**src/rtl/bist_pkg.sv**
```systemverilog
// bist_pkg: shared state encoding, LFSR seed/taps and the shift function reused by the MISR.
package bist_pkg;
  typedef enum logic [1:0] {IDLE, APPLY, CAPTURE, DONE} state_t;
  localparam logic [15:0] LFSR_SEED = 16'hACE1;
  localparam logic [15:0] TAP_MASK = 16'h002D;
  function automatic logic [15:0] lfsr_next(input logic [15:0] l);
    return {^(l & TAP_MASK), l[15:1]};
  endfunction
endpackage

```
**src/rtl/bist_misr16.sv**
```systemverilog
// bist_misr16: 16-bit multiple-input signature register built on the shared LFSR step.
module bist_misr16
  import bist_pkg::*;
(
  input  logic        clk,
  input  logic        rst,
  input  logic        clr,
  input  logic        en,
  input  logic [15:0] din,
  output logic [15:0] q
);
  always_ff @(posedge clk)
    if (rst || clr) q <= '0;
    else if (en) q <= lfsr_next(q) ^ din;
endmodule

```
**src/rtl/bist_pattern_sequencer.sv**
```systemverilog
// bist_pattern_sequencer: LFSR stimulus, settle wait, MISR compaction and golden compare for one CUT.
module bist_pattern_sequencer
  import bist_pkg::*;
#(
  parameter int N_IN = 6,
  parameter int N_OUT = 7,
  parameter int N_PATTERNS = 64,
  parameter int SEQ_DEPTH = 2,
  parameter logic [15:0] GOLDEN = 16'h0000
) (
  input  logic             clk,
  input  logic             rst,
  input  logic             start,
  input  logic             abort,
  output logic [N_IN-1:0]  cut_in,
  input  logic [N_OUT-1:0] cut_out,
  output logic             busy,
  output logic             done,
  output logic             pass,
  output logic [15:0]      signature
);
  state_t state;
  logic [15:0] lfsr, lfsr_step, count, din;
  logic [3:0] settle;
  logic go, cap;
  assign din = 16'(cut_out);
  assign lfsr_step = lfsr_next(lfsr);
  assign go = start && (state == IDLE || state == DONE);
  // abort during CAPTURE must leave the partial signature untouched
  assign cap = state == CAPTURE && !abort;
  bist_misr16 u_misr (.clk(clk), .rst(rst), .clr(go), .en(cap), .din(din), .q(signature));
  always_ff @(posedge clk) begin
    if (rst) begin
      state <= IDLE;
      lfsr <= LFSR_SEED;
      count <= '0;
      settle <= '0;
      cut_in <= '0;
      busy <= 1'b0;
      done <= 1'b0;
      pass <= 1'b0;
    end else if (state == IDLE || state == DONE) begin
      lfsr <= LFSR_SEED;
      count <= '0;
      settle <= '0;
      if (start) begin
        state <= APPLY;
        cut_in <= LFSR_SEED[N_IN-1:0];
        busy <= 1'b1;
        done <= 1'b0;
        pass <= 1'b0;
      end
    end else if (abort) begin
      state <= IDLE;
      cut_in <= '0;
      busy <= 1'b0;
      done <= 1'b0;
      pass <= 1'b0;
    end else if (state == APPLY) begin
      if (settle == 4'(SEQ_DEPTH)) state <= CAPTURE;
      else settle <= settle + 4'd1;
    end else begin
      lfsr <= lfsr_step;
      count <= count + 16'd1;
      settle <= '0;
      if (count == 16'(N_PATTERNS - 1)) begin
        state <= DONE;
        cut_in <= '0;
        busy <= 1'b0;
        done <= 1'b1;
        pass <= (lfsr_next(signature) ^ din) == GOLDEN;
      end else begin
        state <= APPLY;
        cut_in <= lfsr_step[N_IN-1:0];
      end
    end
  end
endmodule

```
**config.mk**
```make
export PLATFORM = sky130hd
export DESIGN_NAME = bist_pattern_sequencer
export DESIGN_NICKNAME = d
export VERILOG_FILES = /design/src/rtl/bist_pkg.sv /design/src/rtl/bist_misr16.sv /design/src/rtl/bist_pattern_sequencer.sv
export SDC_FILE = /design/constraint.sdc
export NUM_CORES = 1
export LEC_CHECK = 0
export CORE_MARGIN = 2
export CORE_UTILIZATION = 30
export DETAILED_ROUTE_END_ITERATION = 6
export GPL_ROUTABILITY_DRIVEN = 0
export HOLD_SLACK_MARGIN = 0.03
export PLACE_DENSITY = 0.5
export SLEW_MARGIN = 20
export SYNTH_ARGS = -nofsm -noshare
export SYNTH_HDL_FRONTEND = slang
export SYNTH_SLANG_ARGS = --single-unit
```
**constraint.sdc**
```tcl
create_clock -name clk -period 4.3 [get_ports clk]
set_clock_uncertainty 0.1 [all_clocks]
set_input_delay 1.29 -clock clk [delete_from_list [all_inputs] [get_ports clk]]
set_output_delay 1.29 -clock clk [all_outputs]
set_load 0.02 [all_outputs]
```
==> impl_metrics.ini <==
[power_and_ir_drop]
p_sw_w = 0.0004193
p_int_w = 0.001002
p_comb_share_pct = 19.4
seqPwrFrac_pct = 45.1
power_density_nw_per_um2 = 414.3
swShare_pct = 29.51
peakVddDrop_mv = 0.1842
clkPwrFrac_pct = 35.5
p_leak_nw = 1.153

[timing]
setup_viol = 0
layout_setup_ws_ps = 1112
slew_violations = 0
slew_headroom_pct = 54.72
fmax_ghz = 0.3136
rsz0062_at_grt = no
period_share_pct = 74.15
post-route-min-period_ps = 3188
fin_setup_tns_ps = 0
tightest_slew_ps = 679.1
holdWs_ps = 353.2
hold_violations = 0

[place]
preCtsSetupSlack_ps = 757.6
io_buffers = 35
dp_cells = 466
hpwl_um = 4355
postPlaceCellArea_um2 = 3239

[worst_setup_path]
cp.arrival_ps = 3350
regToRegStartpoint = state[0]$_SDFFE_PP0P_
cp-endpoint = pass$_SDFFE_PP0P_
timing.setup.critical_path_class = in2reg
reg2reg_setup_slack_ps = 1890
setup.worst_path.start = abort
startpoint_type = primary input
cp_max_fo = 15
endpoint_kind = register
cp.required_ps = 4460
ff2ff_path_depth = 6
r2r_end = pass$_SDFFE_PP0P_

[run]
maxCapViolCount = 0

[global_route]
grtUsageTotal_pct = 13.01
grt_pass1_wl_um = 10420
grt_overflow = 0
antenna_found_initial = 0
grt_max_degree = 25
grt_pass1_vias = 2128

[drt]
wl_per_cell_um = 13.03
vias = 2349
viasPerCell = 4.873
drt_wl_total_um = 6282
drc = 0
drtAntennaViolNets = 0
drt_first_pass_iters = 5
initialDrtViolationCount = 90

[finish]
multi_input_area_um2 = 1425
layout.nets = 382
ff_latch_area_um2 = 1261
final_layout_size_suffix_gt1_share_pct = 5.930
final_cell_count_no_fill = 482
final_cell_mix = nand2_1, dfxtp_1, clkdlybuf4s50_1
finalInstanceArea_um2 = 3430
n_antenna_cell = 0
fill_cells = 962
syn_to_final_growth_pct = 23.52

[synth]
synth-edff-count = 0
synth_cell_types = 42
synth_compound_area_share_pct = 12.71
synth_flop_cell = dfxtp_1
synth-simple-area-share_pct = 28.17
syn_nets = 349
synthAdderAreaFrac_pct = 2.253
syn-cell-area_um2 = 2776
yosys_warnings = 0
postSynth.asyncResetShare_pct = 0
ys_ff_latch = 63
netlist_instances = 333
synth_seq_area_share_pct = 45.43
syn_avg_cell_area_um2 = 8.338
synth.area.mux_share_pct = 0
synth_top_family_by_area = simple AND/OR/NAND/NOR gates
synth-xor-area-share_pct = 8.202

[cts]
post_cts_buffers = 0
postCtsHoldBufs = 0
clockBufferDepth = 2
cts_root_buf = clkbuf_8
clk_latency_ps = 330
h-tree-depth = 3
numClockSinks = 63
clk_pin_slew_ps = 70
cts_resized = 0
cts_tree = built
numCtsBuffers = 9

[floorplanning]
die_w_um = 100.2
core-area_um2 = 9109
start_util_pct = 30.48
die-area_um2 = 10040
rows = 35
die_h_um = 100.2
io_pins = 36

[run_status]
status = completed

[min_path]
hold_path_class = reg2reg
==> power groups by stage <==
| stage | clock [W] | combinational (W) | sequential [W] |
|---|---|---|---|
| 2_1_floorplan | 0 | 0.000177 | 0.000662 |
| 3_3_place_gp | 0 | 0.000277 | 0.000654 |
| 3_5_place_dp | 0 | 0.000279 | 0.000653 |
| 4_1_cts | 0.000521 | 0.000280 | 0.000641 |
| 5_1_grt | 0.000549 | 0.000309 | 0.000644 |
| 6_report | 0.000504 | 0.000276 | 0.000641 |
==> worst max-delay path: stages <==
cell and delay, ps:
clkdlybuf4s50_1 650, or2_2 420, or4_1 460, or4_1 410
o21ai_1 120
==> state kept, by name, summed over array words and instances, names as in the netlist <==
| signal | flops |
|---|---|
| state | 2 |
| u_misr.q | 16 |
| pass | 1 |
| done | 1 |
| count | 16 |
| cut_in | 6 |
| busy | 1 |
| settle | 4 |
| lfsr | 16 |
==> worst min path at each step <==
| stage | start | to | slack (ps) | depth (start not counted) |
|---|---|---|---|---|
| CTS | lfsr[15]$_SDFFE_PP1P_ | lfsr[14]$_SDFFE_PP0P_ | 360 | 2 |
| global route | lfsr[8]$_SDFFE_PP0P_ | lfsr[8]$_SDFFE_PP0P_ | 380 | 2 |
| detailed placement | lfsr[15]$_SDFFE_PP1P_ | lfsr[14]$_SDFFE_PP0P_ | 350 | 2 |
| floorplan | lfsr[13]$_SDFFE_PP1P_ | lfsr[12]$_SDFFE_PP0P_ | 330 | 2 |
| finish | lfsr[13]$_SDFFE_PP1P_ | lfsr[12]$_SDFFE_PP0P_ | 350 | 2 |
| global placement | lfsr[15]$_SDFFE_PP1P_ | lfsr[14]$_SDFFE_PP0P_ | 340 | 2 |
==> through the flow <==
stage	util, %	power [W]
2_1_floorplan	-	0.0008395
3_3_place_gp	35.56	0.0009311
3_5_place_dp	35.56	0.0009321
4_1_cts	37.65	0.001442
5_1_grt	37.65	0.001503
6_report	37.65	0.001421
==> per-layer routing <==
| metal | part of all wire [%] | vias to the layer above | global-route usage, % |
|---|---|---|---|
| met5 | 0 | - | 0 |
| met4 | 1.0 | 0 | 5.690 |
| met3 | 2.9 | 6 | 3.064 |
| met2 | 43 | 26 | 18.48 |
| met1 | 53 | 1095 | 18.68 |
| li1 | - | 1222 | - |
==> cell type report <==
class	count	area share, %
Clock buffer	12	4.232
Clock inverter	4	1.313
Inverter	5	0.5472
Multi-Input combinational cell	246	41.55
Sequential cell	63	36.77
Tap cell	111	4.050
Timing Repair Buffer	41	11.53
==> logic make-up (layout without fill, tap and decap cells) <==
| logic type | count (synthesis) | in the layout |
|---|---|---|
| AO/OA/AOI/OAI | 58 | 58 |
| XOR/XNOR | 26 | 26 |
| adder cells (fa/ha/maj) | 5 | 5 |
| buffers and inverters | 24 | 62 |
| flip-flops | 63 | 63 |
| AND/OR/NAND/NOR | 157 | 157 |
==> cells in the mapped netlist, drive strengths merged (4+ instances only) <==
library cell  instances  area share [%]
nor2                 27             3.7
nand2                63             8.5
a21oi                29             5.2
nor4                  4            0.90
xnor2                20             6.3
inv                   5            0.68
nand3                16             2.9
clkbuf               18             2.4
nor3                  7             1.3
o21ai                 5            0.90
nand4                 8             2.3
or4                   4             1.1
nand2b                5             1.1
a31oi                 4            0.90
xor2                  6             1.9
ha                    5             2.3
a211oi               10             2.7
or2                   5             1.1
dfxtp                63              45
No activity file was read; power rests on OpenSTA's default activity.
